**src/rtl/adc_peak_qualifier.sv**
```systemverilog
// Window-averaging peak qualifier: averages 2^LOG2_AVG ADC samples per window and
// flags a new maximum (GT) when the average exceeds the stored maximum LV by HYST.
module adc_peak_qualifier #(
    parameter int ADC_W    = 12,
    parameter int LOG2_AVG = 2,
    parameter int HYST     = 4
) (
    input  logic             CLK,
    input  logic             RST_N,
    input  logic [ADC_W-1:0] ADC_DATA,
    input  logic             ADC_VALID,
    input  logic [ADC_W-1:0] LV,
    input  logic             SWEEP_START,
    output logic [ADC_W-1:0] PV,
    output logic             GT,
    output logic             AVG_VALID,
    output logic [15:0]      WIN_CNT
);

    localparam int ACC_W = ADC_W + LOG2_AVG;
    localparam int CNT_W = LOG2_AVG + 1;
    localparam int N     = 1 << LOG2_AVG;

    typedef enum logic {
        ST_ACC,
        ST_CMP
    } state_t;

    state_t             state, state_nxt;
    logic [ACC_W-1:0]   acc, acc_nxt;
    logic [CNT_W-1:0]   cnt, cnt_nxt;
    logic               first, first_nxt;
    logic [ADC_W-1:0]   pv_nxt;
    logic               gt_nxt, avg_valid_nxt;
    logic [15:0]        win_cnt_nxt;

    logic [ADC_W-1:0]   avg;
    logic [ADC_W:0]     thr;

    assign avg = ADC_W'(acc >> LOG2_AVG);
    // One extra bit so LV near full scale cannot wrap the threshold down.
    assign thr = {1'b0, LV} + (ADC_W+1)'(HYST);

    always_comb begin
        // NOTE: every combinational output gets a default first so no path infers a latch.
        state_nxt     = state;
        acc_nxt       = acc;
        cnt_nxt       = cnt;
        first_nxt     = first;
        pv_nxt        = PV;
        gt_nxt        = 1'b0;
        avg_valid_nxt = 1'b0;
        win_cnt_nxt   = WIN_CNT;

        if (SWEEP_START) begin
            acc_nxt     = '0;
            cnt_nxt     = '0;
            win_cnt_nxt = '0;
            first_nxt   = 1'b1;
            state_nxt   = ST_ACC;
        end else begin
            unique case (state)
                ST_ACC: begin
                    if (ADC_VALID) begin
                        acc_nxt = acc + ACC_W'(ADC_DATA);
                        cnt_nxt = cnt + CNT_W'(1);
                    end
                end
                ST_CMP: begin
                    pv_nxt        = avg;
                    avg_valid_nxt = 1'b1;
                    gt_nxt        = first | ({1'b0, avg} > thr);
                    first_nxt     = 1'b0;
                    if (WIN_CNT != 16'hFFFF)
                        win_cnt_nxt = WIN_CNT + 16'd1;
                    // A sample arriving during compare opens the next window.
                    if (ADC_VALID) begin
                        acc_nxt = ACC_W'(ADC_DATA);
                        cnt_nxt = CNT_W'(1);
                    end else begin
                        acc_nxt = '0;
                        cnt_nxt = '0;
                    end
                end
                default: state_nxt = ST_ACC;
            endcase
            state_nxt = (cnt_nxt == CNT_W'(N)) ? ST_CMP : ST_ACC;
        end
    end

    // NOTE: sequential state uses non-blocking assignments so all registers update together.
    always_ff @(posedge CLK or negedge RST_N) begin
        if (!RST_N)
            state <= ST_ACC;
        else
            state <= state_nxt;
    end

    always_ff @(posedge CLK or negedge RST_N) begin
        if (!RST_N) begin
            acc       <= '0;
            cnt       <= '0;
            first     <= 1'b1;
            PV        <= '0;
            GT        <= 1'b0;
            AVG_VALID <= 1'b0;
            WIN_CNT   <= '0;
        end else begin
            acc       <= acc_nxt;
            cnt       <= cnt_nxt;
            first     <= first_nxt;
            PV        <= pv_nxt;
            GT        <= gt_nxt;
            AVG_VALID <= avg_valid_nxt;
            WIN_CNT   <= win_cnt_nxt;
        end
    end

endmodule
```
**config.mk**
```make
export PLATFORM = sky130hd
export DESIGN_NAME = adc_peak_qualifier
export DESIGN_NICKNAME = d
export VERILOG_FILES = /design/src/rtl/adc_peak_qualifier.sv
export SDC_FILE = /design/constraint.sdc
export NUM_CORES = 1
export LEC_CHECK = 0
export ABC_AREA = 1
export CORE_MARGIN = 3
export CORE_UTILIZATION = 45
export CTS_CLUSTER_DIAMETER = 100
export DETAILED_ROUTE_END_ITERATION = 6
export PLACE_DENSITY = 0.69
export SYNTH_ARGS = -nofsm -noshare
export SYNTH_HDL_FRONTEND = slang
export SYNTH_SLANG_ARGS = --single-unit
```
**constraint.sdc**
```tcl
create_clock -name CLK -period 2.2 [get_ports CLK]
set_input_delay 0.44 -clock CLK [delete_from_list [all_inputs] [get_ports CLK]]
set_output_delay 0.44 -clock CLK [all_outputs]
set_load 0.03 [all_outputs]
```
# Word-level counts from Yosys, hierarchy flattened
# Cells that the tools add are included.
totals:
  ff_bits: 49
  in_bits: 28
  output_inout_bits: 30
  word_cells: 43
classes:
  n_addsub: 4
  magnitude_cmp: 1
  eq_ne: 3
  mux: 20
  n_bitwise: 3
  reduce_logical: 4
op_table:
  columns: ["op", "n"]
  rows:
  - ["2-to-1 mux 16 bit", 3]
  - ["2-to-1 mux 14 bit", 2]
  - ["case mux 14 bit (2 select lines)", 1]
  - ["adder 16 x 1 -> 16 bit, second input constant", 1]
  - ["!= test 16 bit, second input constant", 1]
  - ["adder 14 x 12 -> 14 bit", 1]
  - ["adder 12 x 3 -> 13 bit, second input constant", 1]
  - ["> comparator 12 x 13 -> 1 bit", 1]
  - ["2-to-1 mux 12 bit", 1]
  - ["2-to-1 mux 1 bit", 9]
  - ["2-to-1 mux 3 bit", 3]
  - ["case mux 3 bit (2 select lines)", 1]
  - ["AND reduction 2 bit", 2]
  - ["nonzero test 2 bit", 2]
  - ["adder 3 x 1 -> 3 bit, second input constant", 1]
  - ["equality test 3 bit, second input constant", 1]
  - ["!= test 3 bit, second input constant", 1]
  - ["NOT 1 bit", 2]
  - ["OR 1 bit", 1]

# Logic depth before layout (Yosys ltp)
logic_depth:
  ltp_word: 7
  mapped_depth: 15
  depth_no_buf: 15

# Worst setup path before layout
# OpenSTA, ideal clock, no wires.
synth_timing:
  kind: "input to register"
  startpoint: "input LV[2]"
  endpoint: "register GT"
  setup_ns: 0.134
  arrival_ns: 1.764
  required_time_ns: 2.066
  slack_ns: 0.302
  cell_stages: 12
  path_buffers: 0
  path_cell_list: "ha_1 nand3_1 nor3_1 xor2_1 ha_1 and3_1 nand3_1 nand2_1 inv_1 nand2_1 nand2_1 a21oi_1"
synth_via:
  elab_chain_cells: 5
synth_rtl:
  columns: ["item", "line_no", "source"]
  rows:
  - ["start: declaration", "12", "input logic [ADC_W-1:0] LV,"]
  - ["adder 12 x 3 -> 13 bit", "42", "assign thr = {1'b0, LV} + (ADC_W+1)'(HYST);"]
  - ["> comparator 12 x 13 -> 1 bit", "72", "gt_nxt = first | ({1'b0, avg} > thr);"]
  - ["OR 1 bit", "72", null]
  - ["2-to-1 mux 1 bit", "62", "unique case (state)"]
  - ["2-to-1 mux 1 bit", "55", "if (SWEEP_START) begin"]
  - ["named net gt_nxt", "34", "logic gt_nxt, avg_valid_nxt;"]
  - ["end signal: assignment", "113", "GT <= gt_nxt;"]
  - ["end: declaration", "15", "output logic GT,"]
# The timed path passes the listed nets, and every way through them passes these cells.
# A chain may end at the register's enable or synchronous reset.

# Final worst setup path
layout_timing:
  startpoint: "input LV[7]"
  endpoint: "register GT"
# The elaborated chain is that of the path after synthesis.

==> flow_metrics.tcl <==
set metrics [dict create \
    outcome "finished clean" \
    synth_seq_cells 49 \
    cp_data_arrival_time_ns 2.27 \
    synth_cell_types 41 \
    num_antenna_cells 0 \
    io_buffers 57 \
    critPathKind "primary input to register" \
    start_util 0.465 \
    dp_hpwl_mm 7.55 \
    utilization 0.601 \
    core_area_sq_um 7770 \
    slowest_delay_ns 0.52 \
    syn_inst 498 \
    end_kind "register" \
    area_growth_syn_to_layout_pct 29.4 \
    worst-path-buf-inv 2 \
    cts_tree "yes" \
    synth.most_common_cell "nand2_1" \
    synthTopCellsByArea "dfrtp_1 (33%), nand2_1 (14%), ha_1 (9.4%), nand3_1 (6.4%), inv_1 (5.9%)" \
    clock_sinks 49 \
    die_h_um 95.6 \
    fp-row-count 32 \
    syn_area_sq_um 3610 \
    route.detailed.drc 0 \
    synth-async-reset-ratio 1.00 \
    gr-total-overflow 0 \
    ios 58 \
    post-place-ws_ns -0.389 \
    vias_per_cell 5.15 \
    ctsHoldBuffers 0 \
    grt_antenna_before_repair 0 \
    grt_max_degree 22 \
    tightest_slew_ns 0.558 \
    dpl_cell_area_sq_um 4460 \
    setup_viol_count_final 0 \
    post-route-period-util 0.931 \
    gp_congestion 0.934 \
    required_ns 2.42 \
    insertion_delay_ns 0.31 \
    path_cells "clkdlybuf4s50_1, nand2_4, nor2_4, nand2_1, xor2_1, ha_1, and3_4, nand3_1, nand2_1, inv_1, nand2_1, nand2_1, a21oi_1" \
    avgSynthCellArea_sq_um 7.25 \
    crit_path_top_delay_cell "clkdlybuf4s50_1" \
    final_max_slew_viol_count 0 \
    synth.largest_area_cell "dfrtp_1" \
    path_clk_slew_ns 0.10 \
    ir_drop_mv 0.283 \
    die_area_sq_um 9140 \
    ys_warn_count 0 \
    synth_top_cell_area_share 0.333 \
    crit_top_cell "nand2_1" \
    ant_nets 0 \
    synth-edff-count 0 \
    grtUsageTotal 0.221 \
    wire_per_inst_um 13.8 \
    cts-htree-levels 2 \
    postRouteWirelength_mm 9.49 \
    grt_pass1_vias 3412 \
    design_area_sq_um 4670 \
    cts_root_buf "clkbuf_8" \
    clock_skew_ns 0.0112 \
    synth.yosys.seq_area_share 0.340 \
    final_nets 643 \
    fmax_mhz 488 \
    synth_common_cells "nand2_1 (139), inv_1 (57), nor2_1 (49)" \
    drive_above_1_share 0.131 \
    cts_buffers 5 \
    worst_path_dominant_cell_family "simple AND/OR/NAND/NOR gates" \
    relSlewSlack 0.628 \
    drv_cap 0 \
    power.density_nw_per_um2 540 \
    chipWidth_um 95.6 \
    grt_first_pass_wirelength_mm 15.8 \
    initialDrtViolationCount 217 \
    fin_ws_ns 0.152 \
    power.leakage_nw 2.34 \
    critPathMaxFanout 3 \
    hold_viol 0 \
    syn_nets 554 \
    synth_ff_type "dfrtp_1" \
    firstDrtPassIters 4 \
    vias 3556 \
    fin_crit_ns 2.05 \
    cts_buffer_depth 2 \
    cp-start-kind "primary input" \
    holdCritPathClass "primary input to asynchronous set/reset pin" \
]
==> final cells by class <==
type                    instances  area (sq um)
flip-flops and latches         49          1230
fillers                       751          3100
clock inverters                 2          37.5
repair buffers                 92           826
inverters                      59           226
clock buffers                   6          82.6
multi-input cells             380          2140
well taps                     102           128
==> timing repair <==
item | 4_1_cts | 5_1_grt
gates cloned | 0 | 0
pin swaps | 5 | 0
setup buffers | 5 | 0
resized for setup | 10 | 9
setup endpoints to repair | 1 | 2
==> cells in the final DEF, fill, tap and decap left out, drive strengths merged <==
master,Yosys,final
a21boi,1,1
a21o,1,1
a21oi,18,18
a31o,1,1
a31oi,1,1
and3,2,2
buf,4,36
bufinv,0,1
clkbuf,6,6
clkdlybuf4s50,0,51
clkinv,1,1
clkinvlp,0,1
dfrtp,48,48
dfstp,1,1
dlygate4sd2,0,4
dlymetal6s2s,0,1
fa,1,1
ha,27,27
inv,58,58
nand2,141,141
nand3,47,47
nand3b,1,1
nand4,13,13
nor2,50,50
nor3,9,9
nor3b,1,1
nor4,1,1
o211ai,2,2
o21ai,34,34
o21bai,4,4
o221ai,1,1
o22ai,4,4
o31ai,3,3
or2,4,4
xnor2,2,2
xor2,11,11
==> report_power, final <==
group	internal, mW	switching, mW	total (mW)
registers	0.968	0.0712	1.04
logic	0.340	0.457	0.797
clock network	0.370	0.318	0.689
total	1.68	0.846	2.52
==> worst register-to-register path: stages (launching register included) <==
cell and delay (ns):
dfrtp_1 0.49, ha_1 0.33, nand3_2 0.17, nor2_4 0.18, nand4_4 0.15, nand2_4 0.13, nand2_4 0.10, clkinv_4 0.17
nand2_1 0.09, o31ai_1 0.07
==> sequential cells by signal, summed over array words and instances, names as in the netlist <==
| name | flops |
|---|---|
| WIN_CNT | 16 |
| PV | 12 |
| cnt | 3 |
| first | 1 |
| state | 1 |
| acc | 14 |
| GT | 1 |
| AVG_VALID | 1 |
==> worst paths after layout <==
check,from,depth (start not counted),slack (ns),to
setup / recovery,LV[7],13,0.15,GT$_DFF_PN0_
hold / removal,RST_N,1,0.05,PV[3]$_DFFE_PN0P_
setup reg to reg,WIN_CNT[0]$_DFFE_PN0P_,9,0.25,WIN_CNT[4]$_DFFE_PN0P_
hold reg to reg,PV[10]$_DFFE_PN0P_,2,0.48,PV[10]$_DFFE_PN0P_
max in group asynchronous,RST_N,2,1.47,first$_DFFE_PN1P_
min in group CLK,PV[10]$_DFFE_PN0P_,2,0.48,PV[10]$_DFFE_PN0P_
==> per-stage QoR <==
stage	hold WS [ns]	setup TNS [ns]	cells	total power [mW]
6_report	0.0496	0	690	2.52
2_1_floorplan	0.144	0	498	1.52
5_1_grt	0.0809	-0.00152	690	2.69
3_5_place_dp	0.400	-1.01	677	1.84
4_1_cts	0.0572	0	690	2.53
3_3_place_gp	0.392	-0.795	677	1.82
==> logic make-up after synthesis <==
family                   count (synthesis)  share of synthesized area
AND/OR/NAND/NOR                        269                      0.331
XOR/XNOR                                13                     0.0315
buffers and inverters                   69                     0.0814
AO/OA/AOI/OAI                           70                      0.117
flip-flops                              49                      0.340
adder cells (fa/ha/maj)                 28                     0.0991
==> routing by layer <==
| metal | up-vias | track usage | wire (um) |
|---|---|---|---|
| met5 | - | 0 | 0 |
| met4 | 0 | 0.0533 | 91 |
| met3 | 8 | 0.0324 | 434 |
| met2 | 80 | 0.370 | 4500 |
| met1 | 1659 | 0.299 | 4470 |
| li1 | 1809 | - | - |
Power figures use the tool's default switching activity.
